File: config.mk
export PLATFORM = sky130hd
export DESIGN_NAME = alu_sequencer
export DESIGN_NICKNAME = d
export VERILOG_FILES = /design/src/rtl/alu_sequencer.sv
export SDC_FILE = /design/constraint.sdc
export NUM_CORES = 1
export LEC_CHECK = 0
export CORE_ASPECT_RATIO = 0.9
export CORE_UTILIZATION = 28
export DETAILED_ROUTE_END_ITERATION = 12
export PLACE_DENSITY = 0.55
export RECOVER_POWER = 25
export SKIP_LAST_GASP = 1
export SYNTH_ARGS = -nofsm -noshare
export SYNTH_HDL_FRONTEND = slang
export SYNTH_SLANG_ARGS = --single-unit
File: constraint.sdc
create_clock -name CLK -period 1.71 [get_ports CLK]
set_input_delay 0.171 -clock CLK [delete_from_list [all_inputs] [get_ports CLK]]
set_output_delay 0.171 -clock CLK [all_outputs]
set_load 0.02 [all_outputs]
File: src/rtl/alu_sequencer.sv
// Multi-byte operation sequencer driving an 8-bit combinational ALU one byte per cycle,
// chaining carry/shift bits between bytes and assembling result and flags.
module alu_sequencer #(
  parameter int unsigned NBYTES = 2
) (
  input  logic                  CLK,
  input  logic                  RESET,
  input  logic                  START,
  input  logic [2:0]            OP,
  input  logic [8*NBYTES-1:0]   OPA,
  input  logic [8*NBYTES-1:0]   OPB,
  input  logic                  CIN_INIT,
  input  logic                  SIN_INIT,
  output logic [7:0]            ALU_A,
  output logic [7:0]            ALU_B,
  output logic [2:0]            ALU_OP,
  output logic                  ALU_CIN,
  output logic                  ALU_SIN,
  input  logic [7:0]            ALU_OUT,
  input  logic                  ALU_COUT,
  input  logic                  ALU_SOUT,
  input  logic                  ALU_ZERO,
  output logic [8*NBYTES-1:0]   RESULT,
  output logic                  CARRY,
  output logic                  SHOUT,
  output logic                  ZERO,
  output logic                  BUSY,
  output logic                  DONE
);

  localparam int unsigned IDXW = (NBYTES > 1) ? $clog2(NBYTES) : 1;

  // Opcode encoding shared with the ALU (XOR=4, AND=5, OR=6 pass straight through)
  localparam logic [2:0] K_ADD  = 3'd0;
  localparam logic [2:0] K_SUB  = 3'd1;
  localparam logic [2:0] K_SHL  = 3'd2;
  localparam logic [2:0] K_SHR  = 3'd3;
  localparam logic [2:0] K_PASS = 3'd7;

  typedef enum logic [1:0] {
    S_IDLE = 2'd0,
    S_RUN  = 2'd1,
    S_FIN  = 2'd2
  } state_e;

  state_e state_q, state_d;

  logic [2:0]               op_q, op_d;
  logic [NBYTES-1:0][7:0]   opa_q, opa_d;
  logic [NBYTES-1:0][7:0]   opb_q, opb_d;
  logic [NBYTES-1:0][7:0]   result_q, result_d;
  logic [IDXW-1:0]          idx_q, idx_d;
  logic                     chain_q, chain_d;
  logic                     zacc_q, zacc_d;
  logic                     carry_q, carry_d;
  logic                     shout_q, shout_d;
  logic                     zero_q, zero_d;

  logic accept;
  logic last_byte;
  logic is_arith;
  logic is_shift;

  assign accept    = START && ((state_q == S_IDLE) || (state_q == S_FIN));
  assign is_arith  = (op_q == K_ADD) || (op_q == K_SUB);
  assign is_shift  = (op_q == K_SHL) || (op_q == K_SHR);
  // SHR walks bytes from the top down so the shift-in bit enters at the MSB
  assign last_byte = (op_q == K_SHR) ? (idx_q == '0)
                                     : (idx_q == IDXW'(NBYTES - 1));

  // State register
  always_ff @(posedge CLK) begin
    if (RESET) state_q <= S_IDLE;
    else       state_q <= state_d;
  end

  // Next-state logic
  always_comb begin
    state_d = state_q;
    case (state_q)
      S_IDLE:  if (START) state_d = S_RUN;
      S_RUN:   if (last_byte) state_d = S_FIN;
      S_FIN:   state_d = START ? S_RUN : S_IDLE;
      default: state_d = S_IDLE;
    endcase
  end

  // ALU drive: quiet PASS of zeros outside RUN
  always_comb begin
    ALU_A   = 8'h00;
    ALU_B   = 8'h00;
    ALU_OP  = K_PASS;
    ALU_CIN = 1'b0;
    ALU_SIN = 1'b0;
    if (state_q == S_RUN) begin
      ALU_A = opa_q[idx_q];
      case (op_q)
        K_ADD: begin
          ALU_OP  = K_ADD;
          ALU_B   = opb_q[idx_q];
          ALU_CIN = chain_q;
        end
        // ALU subtract has no usable borrow, so add the inverted operand instead
        K_SUB: begin
          ALU_OP  = K_ADD;
          ALU_B   = ~opb_q[idx_q];
          ALU_CIN = chain_q;
        end
        K_SHL, K_SHR: begin
          ALU_OP  = op_q;
          ALU_B   = 8'h01;
          ALU_SIN = chain_q;
        end
        default: begin
          ALU_OP = op_q;
          ALU_B  = opb_q[idx_q];
        end
      endcase
    end
  end

  // Datapath next-state
  always_comb begin
    op_d     = op_q;
    opa_d    = opa_q;
    opb_d    = opb_q;
    result_d = result_q;
    idx_d    = idx_q;
    chain_d  = chain_q;
    zacc_d   = zacc_q;
    carry_d  = carry_q;
    shout_d  = shout_q;
    zero_d   = zero_q;
    if (accept) begin
      op_d     = OP;
      opa_d    = OPA;
      opb_d    = OPB;
      result_d = '0;
      zacc_d   = 1'b1;
      chain_d  = ((OP == K_SHL) || (OP == K_SHR)) ? SIN_INIT : CIN_INIT;
      idx_d    = (OP == K_SHR) ? IDXW'(NBYTES - 1) : '0;
    end else if (state_q == S_RUN) begin
      result_d[idx_q] = ALU_OUT;
      chain_d = is_arith ? ALU_COUT : (is_shift ? ALU_SOUT : 1'b0);
      zacc_d  = zacc_q & ALU_ZERO;
      idx_d   = (op_q == K_SHR) ? (idx_q - IDXW'(1)) : (idx_q + IDXW'(1));
      if (last_byte) begin
        carry_d = is_arith ? ALU_COUT : 1'b0;
        shout_d = is_shift ? ALU_SOUT : 1'b0;
        zero_d  = zacc_q & ALU_ZERO;
      end
    end
  end

  // Datapath registers
  always_ff @(posedge CLK) begin
    if (RESET) begin
      op_q     <= K_PASS;
      opa_q    <= '0;
      opb_q    <= '0;
      result_q <= '0;
      idx_q    <= '0;
      chain_q  <= 1'b0;
      zacc_q   <= 1'b0;
      carry_q  <= 1'b0;
      shout_q  <= 1'b0;
      zero_q   <= 1'b0;
    end else begin
      op_q     <= op_d;
      opa_q    <= opa_d;
      opb_q    <= opb_d;
      result_q <= result_d;
      idx_q    <= idx_d;
      chain_q  <= chain_d;
      zacc_q   <= zacc_d;
      carry_q  <= carry_d;
      shout_q  <= shout_d;
      zero_q   <= zero_d;
    end
  end

  assign RESULT = result_q;
  assign CARRY  = carry_q;
  assign SHOUT  = shout_q;
  assign ZERO   = zero_q;
  assign BUSY   = (state_q == S_RUN);
  assign DONE   = (state_q == S_FIN);

endmodule

==> results.md, run 1 <==
* Slew Viols, Final at 0
* Gate power share at 0.225
* Worst hold path type: input port to register
* Syn Nets at between 300 and 400
* Area growth syn-to-layout at 54.14%
* PwrDens at 944.5 nW/µm²
* Number of I/O pins at just over 90
* Residual DRC count at 0
* Largest net degree at the start of global routing at 25
* Period utilisation layout at 1.019
* Synth Cell Area at roughly 2500 µm²
* Post-layout net count at around 470
* Nature of the critical path endpoint: primary output
* Initial antenna violation count at 0
* First-pass GRT wire length at approximately 11000 µm
* Relative slew slack at 0.7040
* Post-DRT Antenna Nets at 0
* Hold buffer count at cts at 0
* Core Footprint at about 8700 µm²
* Fin cells at about 550
* Final setup margin at -0.03177 ns
* Clock Sink Count at roughly 60
* Post-DP HPWL at a little under 5000 µm
* Die area at between 9000 and 10000 µm²
* R2r endpoint: SHOUT
* Sw frac at 0.2785
* Worst EP required at ~1.5 ns
* Setup TNS at -0.07074 ns
* FF/Latch Area at 1186 µm²
* Fin Hold WS at 0.2182 ns
* Crit-path most repeated cell: mux2i_1
* Total Routing Usage GR at 0.1502
* Fillers at ~940
* Hold EP: opa_q[5]
* Startpoint Class: register
* Crit path max-delay family: multiplexers
* Seq/Total Area, Yosys at 0.4650
* Worst stage delay on the critical path at roughly 0.38 ns
* R2R Path Start: idx_q
* CP max-delay cell: dfxtp_4
* VDD IR-drop max at 0.3970 mV
* Vias in the first global route at ~2400
* Fraction of power consumed by the clock network at 0.363
* Commonest non-fill, non-tap cell in the layout: nand2_1
* Grt total ovfl at 0
* Clock buffer depth at 2
* Max Clock Skew at ~0.0043 ns
* Share of power burned in registers at 0.412
* Worst path arrival time at 1.57 ns
* Drt first pass iters at 4
* Worst Setup SP: idx_q
* Routability cong. at slightly above 0.7
* Failing checks: setup timing
* Hold Path Depth at 2
* Die Wd at just over 100 µm
* Multi-input logic area at between 1000 and 1500 µm²
* TritonCTS clock tree: yes
* Synthesized flop and latch total at 59
* DR iter-0 viols at 61
* Cells after synthesis at about 310
* RSZ-0062 raised after global routing: true
* Placed Cells at ~530
* Layout cells sized above 1 at 0.1878
* CP Max Fanout at 8
* Critical hold path startpoint: RESET
* Int Power at approximately 2.7 mW
* Num CTS Buffers at 9
* Worst-Skew Late Latency at ~0.34 ns
* Drt wl/cell at about 12 µm
* Commonest cells after routing, fill and taps aside: nand2_1 (103), clkdlybuf4s50_1 (68), dfxtp_1 (57), a21oi_1 (50), buf_4 (24)
* Vias at around 2400
* Unique masters post-synth at 34
* Max frequency at ~570 MHz
* Final Util at 0.4506
* Clock transition at path regs at 0.07 ns
* DR vias/cell at ~4.5
* Final setup fails at 3
* Status: finished with violations
* Critical path type: register to primary output
* DIE HEIGHT at 92.36 µm
* Antenna diode count at 0
* Crit path time final at ~1.7 ns
* Worst path cell trace: buf_12 > buf_6 > mux2i_1 > mux2i_1 > nor2_1 > buf_4
* R2R Setup Slk at 0.11 ns
* NetSw at 1.030 mW
* Wirelength, routed at a little under 7000 µm
* R2R depth at 4
* Initial Util at 0.2923
* Number of core rows at 32
* IO Port Bufs at 92
* Final Hold Viols at 0
* Buf/Inv on CP at 3
* Pleak at ~1.5 nW
* Clock tree root buffer cell: clkbuf_8
* CTS H-Tree Depth at 3
* Max-Cap Viols at 0
* Synthesized area per cell at between 8 and 9 µm²
* Yosys warning total at 0
* Worst-Margin Slew at 0.4421 ns
==> cells by family after synthesis <==
logic type	after synthesis	share of synthesized area
muxes	22	0.09359
AOI/OAI and AO/OA	67	0.1522
DFF	59	0.4650
xor gates and xnor gates	1	0.003449
and+or+nand+nor	139	0.2404
buffers and inverters	26	0.04532
==> worst max path at each step <==
stage                     slack (ns)        to  depth (start not counted)
after CTS                      -0.16  ALU_B[5]                          5
after floorplan                 0.02  ALU_B[0]                          5
after detailed placement       -0.14  ALU_B[5]                          5
after global placement         -0.08  ALU_B[0]                          4
after global routing            -0.1  ALU_B[3]                          6
final                          -0.03  ALU_B[1]                          6
==> final cells by class <==
type	instances	area share
clock buffer	12	0.04219
clock inverter	4	0.01214
inverter	2	0.001918
multi-input combinational	229	0.3276
sequential	59	0.3030
tap	119	0.03803
timing repair buffer	120	0.2752
==> metal layers <==
layer	track usage	wire, µm	share of wire	vias up
li1	-	-	-	1267
met5	0	0	0	-
met2	0.2450	3082	0.45	65
met1	0.1825	3191	0.47	1104
met3	0.05736	457	0.067	5
met4	0.04286	61	0.0090	0
==> through the flow <==
step	setup WS (ns)	power (mW)	cell area (µm²)
after global routing	-0.09640	3.868	3915
after floorplan	0.02308	1.983	2546
final	-0.03177	3.698	3915
after global placement	-0.07969	2.381	3744
after detailed placement	-0.1408	2.390	3744
after CTS	-0.1570	3.726	3923
==> cells in the mapped netlist <==
cell type	number	area [µm²]
dfxtp_1	59	1181
nand2b_1	8	50.05
o21ba_2	1	10.01
nor2b_1	3	18.77
nand4b_1	1	8.760
or4b_2	1	10.01
mux2_4	1	15.01
nor3b_2	1	12.51
a211o_1	1	8.760
o2bb2ai_1	1	8.760
a21oi_1	50	250.2
nor2_1	9	33.78
or3_1	1	6.260
mux2i_4	1	22.52
buf_2	7	35.03
nand3b_1	5	37.54
a22o_1	8	70.07
clkbuf_2	1	5.000
nand2_1	103	386.6
buf_6	1	11.26
and3b_1	1	8.760
nor3_1	3	15.01
or3b_1	1	8.760
clkbuf_1	13	48.80
nand3_1	1	5.000
inv_1	2	7.510
xor2_1	1	8.760
o21ai_1	1	5.000
mux2i_1	20	200.2
a221oi_1	2	17.52
a31oi_1	1	6.260
nor4b_1	1	8.760
o21ai_0	2	10.01
buf_1	2	7.510
==> power groups by stage <==
stage	Clock, mW	Sequential (mW)	Combinational (mW)
floorplan	0	1.55	0.429
global placement	0	1.54	0.837
detailed placement	0	1.55	0.843
CTS	1.38	1.52	0.832
global route	1.42	1.53	0.914
finish	1.34	1.52	0.833
==> flip-flops by register name, indices dropped and copies added (netlist names) <==
name,flops
state_q,2
opb_q,16
chain_q,1
CARRY,1
ZERO,1
opa_q,16
RESULT,16
zacc_q,1
SHOUT,1
op_q,3
idx_q,1
==> timing repair <==
action | in CTS | in global routing
gates resized for setup | 75 | 33
setup buffers | 0 | 2
pin swaps | 0 | 2
setup endpoints to repair | 23 | 22
gates cloned | 0 | 0
(Power assumes the default switching activity.)
==> run 2, diff against run 1 <==
--- a/config.mk
+++ b/config.mk
@@ -6,6 +6,7 @@
 export NUM_CORES = 1
 export LEC_CHECK = 0
 export CORE_ASPECT_RATIO = 0.9
+export CORE_MARGIN = 3
 export CORE_UTILIZATION = 28
 export DETAILED_ROUTE_END_ITERATION = 12
 export PLACE_DENSITY = 0.55
==> run 2 against run 1 <==
  * The run now ends clean
  * Setup slack improved by 0.033 ns
  * Die area is 8.4% higher
  * Global-route usage is 1.4 points lower
  * Largest cell class unchanged
  * Highest routed layer unchanged
==> results.md, run 2 (synthesized netlist as in run 1, its figures left out) <==
* Clock buffer depth at 2
* Post-DRT Antenna Nets at 0
* Slew Viols, Final at 0
* Relative slew slack at 0.5520
* Initial Util at 0.2923
* Residual DRC count at 0
* Startpoint Class: register
* Final Util at 0.4588
* Commonest non-fill, non-tap cell in the layout: nand2_1
* Total Routing Usage GR at 0.1366
* Total power at around 3.5 mW
* NetSw at between 1 and 1.5 mW
* Worst stage delay on the critical path at between 0.3 and 0.4 ns
* DIE HEIGHT at slightly below 100 µm
* Clock tree root buffer cell: clkbuf_8
* Max Clock Skew at roughly 0.0048 ns
* Grt total ovfl at 0
* Vias at about 2500
* Worst hold path type: input port to register
* Int Power at roughly 2.5 mW
* Area growth syn-to-layout at 56.95%
* Antenna diode count at 0
* Period utilisation layout at 0.9991
* Sw frac at 0.2912
* Placed Cells at approximately 530
* Drt wl/cell at about 13 µm
* Clock transition at path regs at ~0.060 ns
* TritonCTS clock tree: yes
* Post-layout net count at 472
* Setup TNS at 0 ns
* VDD IR-drop max at 0.3774 mV
* Routability cong. at 0.7888
* Worst EP required at around 1.5 ns
* CP max-delay cell: dfxtp_4
* Crit path max-delay family: multiplexers
* DR vias/cell at 4.543
* Num CTS Buffers at 9
* Crit path time final at about 1.7 ns
* Gate power share at 0.248
* Share of power burned in registers at 0.432
* Number of core rows at 32
* Number of I/O pins at 93
* Pleak at about 1.5 nW
* DR iter-0 viols at 63
* Final Cell Area at roughly 4000 µm²
* Drt first pass iters at 4
* Status: completed
* Commonest cells after routing, fill and taps aside: nand2_1 (103), clkdlybuf4s50_1 (68), dfxtp_1 (57), a21oi_1 (50), buf_4 (23)
* Worst path cell trace: buf_12 > mux2i_2 > mux2i_1 > nor2_2 > buf_4
* PwrDens at just under 900 nW/µm²
* RSZ-0062 raised after global routing: true
* Worst-Skew Late Latency at around 0.33 ns
* Wirelength, routed at approximately 7000 µm
* Nature of the critical path endpoint: primary output
* Buf/Inv on CP at 2
* Final Hold Viols at 0
* Core Footprint at around 8700 µm²
* Max frequency at 585.3 MHz
* Worst-Margin Slew at around 0.67 ns
* Fraction of power consumed by the clock network at 0.320
* Fin cells at about 550
* Largest net degree at the start of global routing at 28
* Vias in the first global route at 2372
* Initial antenna violation count at 0
* Die Wd at approximately 110 µm
* Critical path type: register to primary output
* CP Max Fanout at 8
* Clock Sink Count at 59
* IO Port Bufs at 92
* Max-Cap Viols at 0
* CTS H-Tree Depth at 3
* Worst path arrival time at approximately 1.5 ns
* Final setup fails at 0
* Post-DP HPWL at 5030 µm
* Post-DP Area at approximately 3700 µm²
* First-pass GRT wire length at 11020 µm
* Die area at 10250 µm²
* Layout cells sized above 1 at 0.1854
## run 2: cell types whose count changed in the layout (fill, tap and decap cells not counted), moves of 2 or more
cell / delta
buf_2: -9
buf_6: +10
clkbuf_1: +2
clkbuf_2: -4
dlygate4sd2_1: +3
mux2i_2: -2
mux2i_4: +2
nor2_1: -3
nor2_2: +3
## run 2: final cells by class
type / count / area, µm²
inverter: 2 / 7.507
timing repair buffer: 120 / 1147
tap: 119 / 148.9
multi-input combinational: 229 / 1316
clock inverter: 4 / 25.02
fill: 909 / 4702
sequential: 59 / 1186
clock buffer: 12 / 155.1
## run 2: final timing paths
| check | start | end | slack [ns] | cells past startpoint |
|---|---|---|---|---|
| setup / recovery | idx_q | ALU_B[1] | 0.001 | 5 |
| hold / removal | RESET | idx_q | 0.17 | 2 |
| setup reg to reg | op_q[2] | SHOUT | 0.12 | 4 |
| hold reg to reg | RESULT[13] | RESULT[13] | 0.45 | 2 |
## run 2: per-stage QoR
| step | hold slack, ns | worst slack, ns |
|---|---|---|
| 6_report | 0.1658 | 0.001476 |
| 4_1_cts | 0.1500 | -0.2198 |
| 3_5_place_dp | 0.4463 | -0.1286 |
| 5_1_grt | 0.1822 | -0.06223 |
| 2_1_floorplan | 0.2888 | 0.02308 |
| 3_3_place_gp | 0.4427 | -0.08639 |
## run 2: worst reg2reg max path: cells and delay by family, from the launching register on
kind	cells	cell delay, ns
DFF	1	0.42
and+or+nand+nor	1	0.22
muxes	2	0.66
buffers and inverters	1	0.19
## run 2: power groups by stage
stage	clock network (mW)	logic, mW	registers (mW)
6_report	1.13	0.876	1.53
5_1_grt	1.23	0.962	1.54
4_1_cts	1.18	0.831	1.52
3_5_place_dp	0	0.833	1.55
3_3_place_gp	0	0.825	1.54
2_1_floorplan	0	0.429	1.55
## run 2: repair_timing
action	4_1_cts	5_1_grt
cloned	0	1
hold buffers	0	0
setup buffers	1	1
endpoints found under the setup margin	23	21
resized for setup	81	49
pin swaps	0	9
## run 2: routing by layer
layer,track usage,part of all wire
met1,0.1669,0.46
met2,0.2263,0.46
met3,0.04561,0.061
met4,0.04854,0.013
met5,0,0
